### src/rtl/stack_engine_param.sv
// rtl/stack_engine_param.sv - parametrised descending hardware stack
// Supports push/pop/exchange, level flags, sticky errors and flush.
module stack_engine_param #(
  parameter int DATA_W   = 4,
  parameter int ADDR_W   = 8,
  parameter int AF_LEVEL = 240
) (
  input  logic              CLK,
  input  logic              RST,
  input  logic              PUSH,
  input  logic              POP,
  input  logic [DATA_W-1:0] PUSH_DATA,
  input  logic              FLUSH,
  input  logic              CLR_ERR,
  output logic [DATA_W-1:0] POP_DATA,
  output logic              POP_VALID,
  output logic [ADDR_W-1:0] SP,
  output logic [ADDR_W:0]   LEVEL,
  output logic              EMPTY,
  output logic              FULL,
  output logic              ALMOST_FULL,
  output logic              OVF,
  output logic              UNF
);

  localparam int DEPTH = 1 << ADDR_W;
  localparam logic [ADDR_W:0] FULL_LVL = DEPTH[ADDR_W:0];
  localparam logic [ADDR_W:0] AF_LVL   = AF_LEVEL[ADDR_W:0];

  logic [DATA_W-1:0] mem [DEPTH];

  logic [ADDR_W-1:0] sp_q, sp_d;
  logic [ADDR_W:0]   level_q, level_d;
  logic [DATA_W-1:0] pop_data_q, pop_data_d;
  logic              pop_valid_q, pop_valid_d;
  logic              ovf_q, ovf_d;
  logic              unf_q, unf_d;

  logic              mem_we;
  logic [ADDR_W-1:0] mem_waddr;
  logic [ADDR_W-1:0] sp_p1;
  logic              empty, full;
  logic              ovf_set, unf_set;

  assign sp_p1 = sp_q + 1'b1;
  assign empty = (level_q == '0);
  assign full  = (level_q == FULL_LVL);

  always_comb begin
    sp_d        = sp_q;
    level_d     = level_q;
    pop_data_d  = pop_data_q;
    pop_valid_d = 1'b0;
    mem_we      = 1'b0;
    mem_waddr   = sp_q;
    ovf_set     = 1'b0;
    unf_set     = 1'b0;

    if (FLUSH) begin
      sp_d    = '1;
      level_d = '0;
    end else if (PUSH && POP && !empty) begin
      // Exchange replaces the top entry in place; legal even when full.
      pop_data_d  = mem[sp_p1];
      pop_valid_d = 1'b1;
      mem_we      = 1'b1;
      mem_waddr   = sp_p1;
    end else if (PUSH) begin
      if (full) begin
        ovf_set = 1'b1;
      end else begin
        mem_we    = 1'b1;
        mem_waddr = sp_q;
        sp_d      = sp_q - 1'b1;
        level_d   = level_q + 1'b1;
      end
    end else if (POP) begin
      if (empty) begin
        unf_set = 1'b1;
      end else begin
        pop_data_d  = mem[sp_p1];
        pop_valid_d = 1'b1;
        sp_d        = sp_p1;
        level_d     = level_q - 1'b1;
      end
    end

    // An error event in the same cycle as CLR_ERR keeps the flag set.
    ovf_d = ovf_set | (ovf_q & ~CLR_ERR);
    unf_d = unf_set | (unf_q & ~CLR_ERR);
  end

  always_ff @(posedge CLK or posedge RST) begin
    if (RST) begin
      sp_q        <= '1;
      level_q     <= '0;
      pop_data_q  <= '0;
      pop_valid_q <= 1'b0;
      ovf_q       <= 1'b0;
      unf_q       <= 1'b0;
    end else begin
      sp_q        <= sp_d;
      level_q     <= level_d;
      pop_data_q  <= pop_data_d;
      pop_valid_q <= pop_valid_d;
      ovf_q       <= ovf_d;
      unf_q       <= unf_d;
    end
  end

  always_ff @(posedge CLK) begin
    if (mem_we && !RST) begin
      mem[mem_waddr] <= PUSH_DATA;
    end
  end

  assign POP_DATA    = pop_data_q;
  assign POP_VALID   = pop_valid_q;
  assign SP          = sp_q;
  assign LEVEL       = level_q;
  assign EMPTY       = empty;
  assign FULL        = full;
  assign ALMOST_FULL = (level_q >= AF_LVL);
  assign OVF         = ovf_q;
  assign UNF         = unf_q;

endmodule

### config.mk
export PLATFORM = sky130hd
export DESIGN_NAME = stack_engine_param
export DESIGN_NICKNAME = d
export VERILOG_FILES = /design/src/rtl/stack_engine_param.sv
export SDC_FILE = /design/constraint.sdc
export NUM_CORES = 1
export LEC_CHECK = 0
export BUFFER_PORTS_ARGS = -buffer_cell sky130_fd_sc_hd__buf_4
export CORE_MARGIN = 1
export CORE_UTILIZATION = 41
export DETAILED_ROUTE_END_ITERATION = 12
export SLEW_MARGIN = 20
export SYNTH_ARGS = -nofsm -noshare
export SYNTH_HDL_FRONTEND = slang
export SYNTH_SLANG_ARGS = --single-unit
export TNS_END_PERCENT = 100
### constraint.sdc
create_clock -name CLK -period 4.7 [get_ports CLK]
set_clock_uncertainty 0.15 [all_clocks]
set_input_delay 0.47 -clock CLK [delete_from_list [all_inputs] [get_ports CLK]]
set_output_delay 0.47 -clock CLK [all_outputs]
set_load 0.005 [all_outputs]
# Word-level counts from Yosys, hierarchy flattened
# Memory sizes are Yosys's and may differ from the RTL's.
# Index checks and enable logic that the tools add are counted.
# word_totals
ff_bits	24
latch_bits	0
mem_bits_rw	1024
romBits	0
input_bits	10
out_inout_bits	27
wordCells	72
n_memories	1
# classes
n_addsub	4
mul	0
div	0
magnitude_cmp	1
n_eq_ne	6
shifts	0
muxes	38
n_bitwise	6
n_reduce_logical	10
# mem_list
memory	depth	word_bits	read_ports	rd_clocked_by_memory_dff	wr	line_no	rtl
mem	256	4	1	0	1	30	logic [DATA_W-1:0] mem [DEPTH];
# ops
cell	n
2-to-1 mux 8 bit	8
2-to-1 mux 9 bit	6
2-to-1 mux 1 bit	20
2-to-1 mux 4 bit	4
adder 9 x 1 -> 9 bit (second input constant)	1
equality test 9 bit (second input constant)	1
>= comparator 9 x 8 -> 1 bit (second input constant)	1
logical NOT 9 bit	1
subtractor 9 x 1 -> 9 bit (second input constant)	1
adder 8 x 1 -> 8 bit (second input constant)	1
AND reduction 4 bit	2
subtractor 8 x 1 -> 8 bit (second input constant)	1
inequality test 2 x 1 -> 1 bit (second input constant)	2
logical AND 1 bit	3
inequality test 3 x 2 -> 1 bit (second input constant)	1
inequality test 3 bit (second input constant)	1
nonzero test 3 bit	1
bitwise AND 1 bit	2
logical NOT 1 bit	2
inequality test 2 bit (second input constant)	1
inverter 1 bit	2
bitwise OR 1 bit	2
nonzero test 2 bit	1

# Depth between registers and ports, before layout
# Gate-level depths: netlist (run 1).
# depth
ltp_word	8
ltp_mapped	17
depth_no_buf	10

# Least setup slack after synthesis (run 1)
# OpenSTA, ideal clock, no wires.
# synth_timing
path_type	flip-flop to flip-flop
start	reg sp_q[0], in the netlist SP[0]
end	reg pop_data_q[0], in the netlist POP_DATA[0]
setup_time_ns	0.135
arrival_time_ns	3.606
required_ns	4.415
path_slack_ns	0.809
path_stages_with_launch	16
path_buffers	7
period_less_slack_ns	3.891
path_cell_list	dfstp_2 -> buf_2 -> buf_4 -> buf_4 -> buf_2 -> inv_1 -> ha_1 -> buf_2 -> buf_4 -> clkbuf_1 -> mux4_2 -> mux4_2 -> a22oi_1 -> o21ai_1 -> a22oi_1 -> o211ai_1
# synth_via
elab_chain_len	6
# synth_rtl
element	line_no	rtl
from (decl)	32	logic [ADDR_W-1:0] sp_q, sp_d;
from (signal assigned)	102	sp_q <= sp_d;
adder 8 x 1 -> 8 bit (*)	45	assign sp_p1 = sp_q + 1'b1;
memory (256 x 4 bit) (*)	-	
2-to-1 mux 4 bit	78	if (empty) begin
2-to-1 mux 4 bit	77	end else if (POP) begin
2-to-1 mux 4 bit	68	end else if (PUSH) begin
2-to-1 mux 4 bit (*)	62	end else if (PUSH && POP && !empty) begin
to (signal assigned)	104	pop_data_q <= pop_data_d;
to (decl)	34	logic [DATA_W-1:0] pop_data_q, pop_data_d;
# Every way passes the cells marked *; elsewhere a longest branch is shown, timed or not. The select of a mux whose other input is x is not followed.
# A chain may end at the register's enable or synchronous reset.

# Worst setup path in the final report (run 1)
# Same ends and word-level chain as after synthesis.

==> results of run 1 <==
-- per-stage QoR --
step / instances / hold slack (ps) / power (µW)
6_report: 3884 / 46.92 / 30460
5_1_grt: 3883 / 15.89 / 31570
4_1_cts: 3883 / 2.618 / 30520
3_5_place_dp: 3679 / 321.6 / 22010
3_3_place_gp: 3679 / 316.7 / 21890
2_1_floorplan: 2360 / 318.8 / 17910
-- layer usage --
metal  wire length [µm]  share of wire, %  global-route usage (%)  vias up
met4               3215               3.1                   6.563        0
met1              43460                41                   28.15    11560
met3               8672               8.2                   4.397      202
met5                  0                 0                       0        -
li1                   -                 -                       -     9476
met2              49900                47                   31.35      993
-- kinds of logic after synthesis --
group / synth area share, %
adder cells (fa/ha/maj): 0.3107
AO/OA/AOI/OAI: 2.204
AND/OR/NAND/NOR: 7.034
buffers and inverters: 1.990
flip-flops: 73.46
XOR/XNOR: 0.5041
multiplexers: 14.49
-- worst register-to-register path: stages (launching register included) --
cell                       delay, ps
sky130_fd_sc_hd__dfstp_4         710
sky130_fd_sc_hd__ha_1            560
sky130_fd_sc_hd__and3_1          400
sky130_fd_sc_hd__nand3_2         240
sky130_fd_sc_hd__xnor2_1         510
sky130_fd_sc_hd__buf_4           270
sky130_fd_sc_hd__nand2_1          90
sky130_fd_sc_hd__and3_1          170
sky130_fd_sc_hd__o31ai_1         870
sky130_fd_sc_hd__a31oi_1         200
sky130_fd_sc_hd__o211ai_1        140
-- synth_stat cells (all sizes together) (15+ instances only) --
| cell type | instances |
|---|---|
| buf | 102 |
| mux4 | 271 |
| a21oi | 24 |
| edfxtp | 1024 |
| inv | 15 |
| and3 | 30 |
| clkbuf | 45 |
| nor3 | 16 |
| nor2 | 293 |
| o21ai | 24 |
| a311oi | 17 |
| dfrtp | 16 |
| nand3 | 61 |
| xnor2 | 18 |
| nand2 | 271 |
-- final cells by class --
| cell class | instances | area (µm²) | share of cell area (%) |
|---|---|---|---|
| clock inverters | 75 | 778.2 | 1.615 |
| repair buffers | 102 | 991.0 | 2.056 |
| clock buffers | 125 | 2745 | 5.695 |
| well taps | 1368 | 1712 | 3.551 |
| diodes | 1 | 2.502 | 0.005192 |
| multi-input cells | 1148 | 10540 | 21.88 |
| inverters | 17 | 63.81 | 0.1324 |
| flip-flops and latches | 1048 | 31360 | 65.07 |
-- flip-flops by register name (all words and copies together), names as in the netlist --
register and cells:
POP_VALID 1, SP 8, POP_DATA 4, mem 1024
LEVEL 9, UNF 1, OVF 1
-- final timing paths --
kind	endpoint	cells after the start	slack, ps
worst max-delay path	POP_DATA[0]$_DFFE_PP0P_	10	310
worst min-delay path	OVF$_DFF_PP0_	3	50
worst max register to register	POP_DATA[0]$_DFFE_PP0P_	10	310
worst min register to register	OVF$_DFF_PP0_	1	380
max in group asynchronous	SP[6]$_DFFE_PP1P_	4	3810
min in group asynchronous	POP_DATA[2]$_DFFE_PP0P_	4	280
-- power breakdown --
| group | leakage, µW | switching [µW] | internal [µW] |
|---|---|---|---|
| Combinational | 0.00403 | 7000 | 4320 |
| Clock | 0.00170 | 3660 | 4870 |
| Sequential | 0.00949 | 225 | 10400 |
| Total | 0.0152 | 10900 | 19600 |
-- cell usage in the layout, fill, tap and decap left out, types with 6 or more instances in the layout --
master,n
sky130_fd_sc_hd__edfxtp_1,1024
sky130_fd_sc_hd__nor2_1,291
sky130_fd_sc_hd__mux4_2,271
sky130_fd_sc_hd__nand2_1,263
sky130_fd_sc_hd__clkbuf_16,107
sky130_fd_sc_hd__buf_4,78
sky130_fd_sc_hd__nand3_1,58
sky130_fd_sc_hd__and3_1,30
sky130_fd_sc_hd__clkinv_1,26
sky130_fd_sc_hd__a21oi_1,22
sky130_fd_sc_hd__o21ai_0,19
sky130_fd_sc_hd__clkinv_2,19
sky130_fd_sc_hd__clkbuf_1,18
sky130_fd_sc_hd__a311oi_1,17
sky130_fd_sc_hd__dfrtp_1,16
sky130_fd_sc_hd__buf_12,16
sky130_fd_sc_hd__nor3_1,15
sky130_fd_sc_hd__xnor2_1,13
sky130_fd_sc_hd__a31oi_1,13
sky130_fd_sc_hd__inv_1,12
sky130_fd_sc_hd__bufinv_16,12
sky130_fd_sc_hd__a22oi_1,8
sky130_fd_sc_hd__ha_1,8
sky130_fd_sc_hd__dfstp_2,7
sky130_fd_sc_hd__mux2i_1,7
sky130_fd_sc_hd__o22ai_1,7
sky130_fd_sc_hd__clkinvlp_4,7
sky130_fd_sc_hd__or3_1,6
-- repair_timing --
action,CTS,global route
endpoints found under the hold margin,39,0
gates resized for setup,0,0
hold buffers,4,0
==> run summary, run 1 <==
The floorplan has between 100 and 150 rows. The average via count per standard cell came out at about 5.7. The wire length of the first global-routing pass is around 160000 µm. The TritonCTS sink count came out at 1048. The delay of the slowest cell on the worst path came out at ~870 ps. The pin count of the biggest net entering global routing came out at 150. For the pin with the worst max-slew slack, the measured transition is between 1000 and 1500 ps. The clock transition time at the flip-flop clock pins of the worst setup and hold paths is ~70 ps. The cell area power density is between 600 and 700 nW/µm². After filler insertion, the fill cell instance count of the layout stands at about 8500. The net count after synthesis is approximately 2400. The floorplan step set the die width to 324.7 µm. The standard cell core area came out at a little over 100000 µm². The per-cell routed wire length came out at around 27 µm. The number of synthesized flops with an enable pin came out at a little over 1000. The leftover overflow at the end of global routing is 0. Max-cap violations in this run came to 0. Summed over all instances, the cell type with the most area after synthesis is sky130_fd_sc_hd__edfxtp_1. The largest fanout on the critical path is 13. The count of routing violations after the opening detailed-route iteration is 2466.

STA classifies the critical path startpoint as a register. The worst-case vdd ir drop is approximately 0.00055 V. The total setup buffers inserted after CTS came out at 0. The tree is rooted in a sky130_fd_sc_hd__clkbuf_16. The final net count came out at 2443. The setup slack after placement came out at between 300 and 400 ps. The total count of hold-check failures in the final report is 0. Ranked by total cell area, the synthesized netlist is headed by sky130_fd_sc_hd__edfxtp_1 72%, sky130_fd_sc_hd__mux4_2 14%, sky130_fd_sc_hd__nor2_1 2.6%. The height of the chip is between 300 and 400 µm.

The hold path startpoint is POP. For this design the static power due to leakage is 0.01523 µW. The die outline area is ~110000 µm². The dominant synthesized flop cell is sky130_fd_sc_hd__edfxtp_1. The number of levels in the clock H-tree came out at 3. The post-synth design cell area is around 43000 µm².

The post-place instance area came out at ~45000 µm². Setup repair after global routing left no endpoint under its margin. The detailed placer's ending HPWL came out at roughly 63000 µm. Among cell families on the critical path, the largest total delay comes from compound AO/OA/AOI/OAI gates. The critical path goes through ha_1, and3_1, nand3_2, xnor2_1, buf_4, nand2_1, and3_1, o31ai_1, a31oi_1, o211ai_1. In the global route stage, overall resource usage came out at between 20% and 30%. The final route contains 22240 vias.

The number of global-route vias before repair came out at approximately 23000. The setup TNS after final layout is 0 ps. The class of the most critical setup path is reg2reg. The total setup violations reported at the end of the flow is 0. The proportion of register bits with asynchronous set or reset after synthesis is approximately 2.3%.

In this run the tightest slew margin relative to its limit is between 20% and 30%. At the worst endpoint, the required time is ~5200 ps. The starting density of the core is a little over two fifths. Compared with the post-synthesis result, the final layout area differs by 12.91%. The worst path in the final design needs a cycle of ~4400 ps, including I/O delays and setup. In this run the critical register-to-register path is launched from SP[0]$_DFFE_PP1P_. The tightest min-delay check is of the in2reg type. The distinct cell type count after synthesis came out at 72. The number of antenna violations at the first check in global routing is 2.

The clock latency at the later pin of the worst-skew pair came out at 680 ps. In this run the count of I/O pins placed on the die edge is 37. The data arrival at the endpoint of the critical path is ~4900 ps. The run finished with clean final reports.

The routed design has roughly 110000 µm of wire. The number of buffer and inverter stages on the critical path is 1. The weighted congestion at the end of routability-driven global placement came out at around 0.84. The number of clock buffers inserted by TritonCTS is around 110. The final instance area came out at slightly below 50000 µm². The share of the synthesized area in the top cell type is between 70 and 80%. By instance count, the cell type seen most on the critical path is sky130_fd_sc_hd__and3_1. Once layout is complete, the utilization of the core stands at a little under half. The maximum root-to-sink buffer count came out at 3. The post-route fraction of the period consumed by the critical path is slightly above 90%.

The TritonCTS clock tree is built. The post-synthesis average cell area came out at ~18 µm². For this design, the slowest cell found on the critical path is sky130_fd_sc_hd__o31ai_1.

The final count of pins violating max slew came to 0. The maximum clock rate is 228.0 MHz. The worst-case setup margin in the final layout is approximately 310 ps. The synthesized instance count is roughly 2400. The number of buffers inserted by port buffering is 36. STA classifies the critical path endpoint as a register.

For this run, the register share of the synthesized area comes to about 73%. Cells with a size suffix above 1 make up 22.86% of the layout. Tracing the worst setup path back leads to its startpoint at SP[0]$_DFFE_PP1P_.

The number of remaining DRC errors came out at 0. The length of the first detailed-routing pass in iterations came out at 5. The Yosys warning count came out at 0. The number of nets with antenna violations after detailed routing came out at 0. The post-synthesis sequential element count is 1048.
No activity file was read; power rests on OpenSTA's default activity.
==> inputs of run 2 (changes only) <==
CORE_UTILIZATION = 30   (was 41)
PLACE_DENSITY = 0.53   (was default)
clock period = 3.7 ns   (was 4.7 ns; I/O delays follow)
==> run summary, run 2 (same netlist as run 1, synthesis figures left out) <==
The flow ran to the end, and the final reports show no timing, DRC or antenna violations. The TritonCTS clock tree is built. The final instance area is 49760 µm² (+3.2%). The number of clock buffers inserted by TritonCTS is 108 (+1.9%). The wire length of the first global-routing pass is 160900 µm (+3.0%). The height of the chip is 379.2 µm (+17%). The post-place instance area is 45970 µm² (+3.0%). The required time of the critical path is 4090 ps (-1080 ps). The maximum clock rate is 277.7 MHz (+22%).

The weighted congestion at the end of routability-driven global placement came out at 0.8334 (-0.75%). The antenna cell count was 0 (-1). The number of nets with antenna violations after detailed routing is 0 (unchanged).

The number of buffers inserted by port buffering came out at 36 (unchanged). The register with the most flip-flops in the final layout is mem. The tightest slew margin relative to the limit is 37.94% (+9.8 points).

The clock latency at the later pin of the worst-skew pair came to 700 ps (+20 ps). The cell area power density is 798.6 nW/µm² (+26%). The data arrival at the endpoint of the critical path is 3990 ps (-860 ps). The final count of pins violating max slew was 0 (unchanged). The actual slew at the worst max-slew pin is 930.9 ps (-146.8 ps). The leakage power of the design is 0.01559 µW (+2.4%).

The tightest hold margin came out at 43.38 ps (-3.540 ps). The I/O pin count came out at 37 (unchanged). The via total after detailed routing came out at 22520 (+1.3%). The average via count per standard cell came out at 5.042 (-12%). The number of levels in the clock H-tree came to 3 (unchanged). Setup repair after global routing left no endpoint under its margin. The number of global-route vias before repair is 23300 (+1.5%).

The number of antenna violations at the first check in global routing is 0 (-2). The maximum root-to-sink buffer count was 3 (unchanged). The worst-case vdd ir drop is 0.0007561 V (+37%). The per-cell routed wire length came to 24.80 µm (-8.5%).

Leaving out fill and tap cells, the most frequent cell in the layout is sky130_fd_sc_hd__edfxtp_1. The detailed placer's ending HPWL is 68690 µm (+8.5%). The wire length after detailed routing is 110800 µm (+5.2%).

The area overhead of the layout relative to synthesis came out at 16.55%. The starting density of the core came out at 30.19% (-11 points). The class of the most critical setup path is reg2reg. The clock transition time at the flip-flop clock pins of the worst setup and hold paths is 70 ps (about the same). The pin count of the biggest net entering global routing came out at 150 (unchanged). The global-route total usage across every layer came to 15.34% (-4.8 points). The count of placed standard cells in the final layout, fillers left out came out at 4466 (+15%). The total count of hold-check failures in the final report was 0 (unchanged). The final net count came out at 2508 (+2.7%). The fraction of final layout cells sized beyond drive strength 1 came out at 27.99% (+5.1 points). The post-route core utilization came to 35.18% (-12 points). The number of flip-flops under the largest register name came out at 1024 (unchanged). The width of the die is 379.2 µm (+17%). The total placed cells including tap cells is 4257 (+16%). The leftover overflow at the end of global routing is 0 (unchanged). The capturing element type of the critical path is a register. The row count is 138 (+18%). The number of max-capacitance violations reported is 0 (unchanged). The post-route fraction of the period consumed by the critical path came out at 97.34% (+4.0 points). The standard cell core area is 141400 µm² (+38%). The length of the first detailed-routing pass in iterations came out at 5 (unchanged). The final critical-path required period is 3602 ps (-783.9 ps). The number of remaining DRC errors is 0 (unchanged). The die outline area is 143800 µm² (+36%). The overall power after layout came out at 39740 µW (+30%).

The count of routing violations after the opening detailed-route iteration came to 2058 (-17%). The total setup violations reported at the end of the flow is 0 (unchanged). The largest fanout on the critical path came to 44 (+31). The critical path startpoint category is a register.

The min-delay analysis places its worst path in the category in2reg. The TritonCTS sink count came to 1048 (unchanged). In the layout the commonest cells are 1024 x sky130_fd_sc_hd__edfxtp_1, 271 x sky130_fd_sc_hd__mux4_2, 263 x sky130_fd_sc_hd__nand2_1. Clock tree synthesis selected as its root buffer the cell sky130_fd_sc_hd__clkbuf_16.
-- run 2: cell count changes in the layout (fill, tap and decap cells not counted), moves of 3 or more --
| cell | change |
|---|---|
| sky130_fd_sc_hd__nor2_2 | +81 |
| sky130_fd_sc_hd__buf_4 | +52 |
| sky130_fd_sc_hd__clkbuf_16 | +7 |
| sky130_fd_sc_hd__clkinv_4 | -3 |
| sky130_fd_sc_hd__buf_12 | +4 |
| sky130_fd_sc_hd__clkinv_1 | -3 |
| sky130_fd_sc_hd__nor2_1 | -81 |
-- run 2: path summary, 6_finish.rpt --
path                                        start                      end  slack, ps  depth (start not counted)
worst max-delay path            SP[0]$_DFFE_PP1P_  POP_DATA[0]$_DFFE_PP0P_        100                          9
worst min-delay path                 PUSH_DATA[3]    mem[246][3]$_DFFE_PP_         40                          1
worst max register to register  SP[0]$_DFFE_PP1P_  POP_DATA[0]$_DFFE_PP0P_        100                          9
worst min register to register      OVF$_DFF_PP0_            OVF$_DFF_PP0_        350                          1
max in group asynchronous                     RST        SP[1]$_DFFE_PP1P_       2860                          4
min in group asynchronous                     RST     LEVEL[7]$_DFFE_PP0P_        200                          4
-- run 2: per-stage QoR --
stage               setup slack (ps)  setup TNS, ps
detailed placement            -98.10         -98.10
floorplan                     0.7043              0
finish                         98.40              0
global placement              -69.99         -69.99
global route                  0.1088              0
CTS                            16.26              0
-- run 2: report_power, final --
group          internal [µW]  switching, µW
Combinational           6140           9230
Sequential             13200            209
Clock                   6440           4530
-- run 2: critical path, cell delays in order (launching register included) --
cell	delay, ps
sky130_fd_sc_hd__dfstp_4	690
sky130_fd_sc_hd__inv_1	110
sky130_fd_sc_hd__ha_4	390
sky130_fd_sc_hd__buf_12	290
sky130_fd_sc_hd__mux4_2	390
sky130_fd_sc_hd__mux4_2	500
sky130_fd_sc_hd__a22oi_1	340
sky130_fd_sc_hd__o21ai_1	220
sky130_fd_sc_hd__a22oi_1	210
sky130_fd_sc_hd__o211ai_1	120
-- run 2: layer usage --
layer  share of wire, %  wire length, µm  GRT usage (%)
met5                  0                0              0
met4                2.4             2628          4.435
met3                6.6             7290          2.700
met2                 48            53150          24.83
met1                 43            47700          21.06
-- run 2: timing repair --
item                                   in CTS  in global routing
setup endpoints to repair                   2                 64
cloned                                      0                  2
resized for setup                           3                  6
endpoints found under the hold margin      44                  0
hold buffers                                6                  0
pin swaps                                   0                  2
setup buffers                               0                  3
-- run 2: layout make-up --
| cell class | count | area [µm²] |
|---|---|---|
| Clock buffer | 133 | 2892 |
| Clock inverter | 65 | 683.2 |
| Fill cell | 13140 | 91660 |
| Inverter | 17 | 63.81 |
| Multi-Input combinational cell | 1148 | 10790 |
| Sequential cell | 1048 | 31360 |
| Tap cell | 1890 | 2365 |
| Timing Repair Buffer | 165 | 1598 |
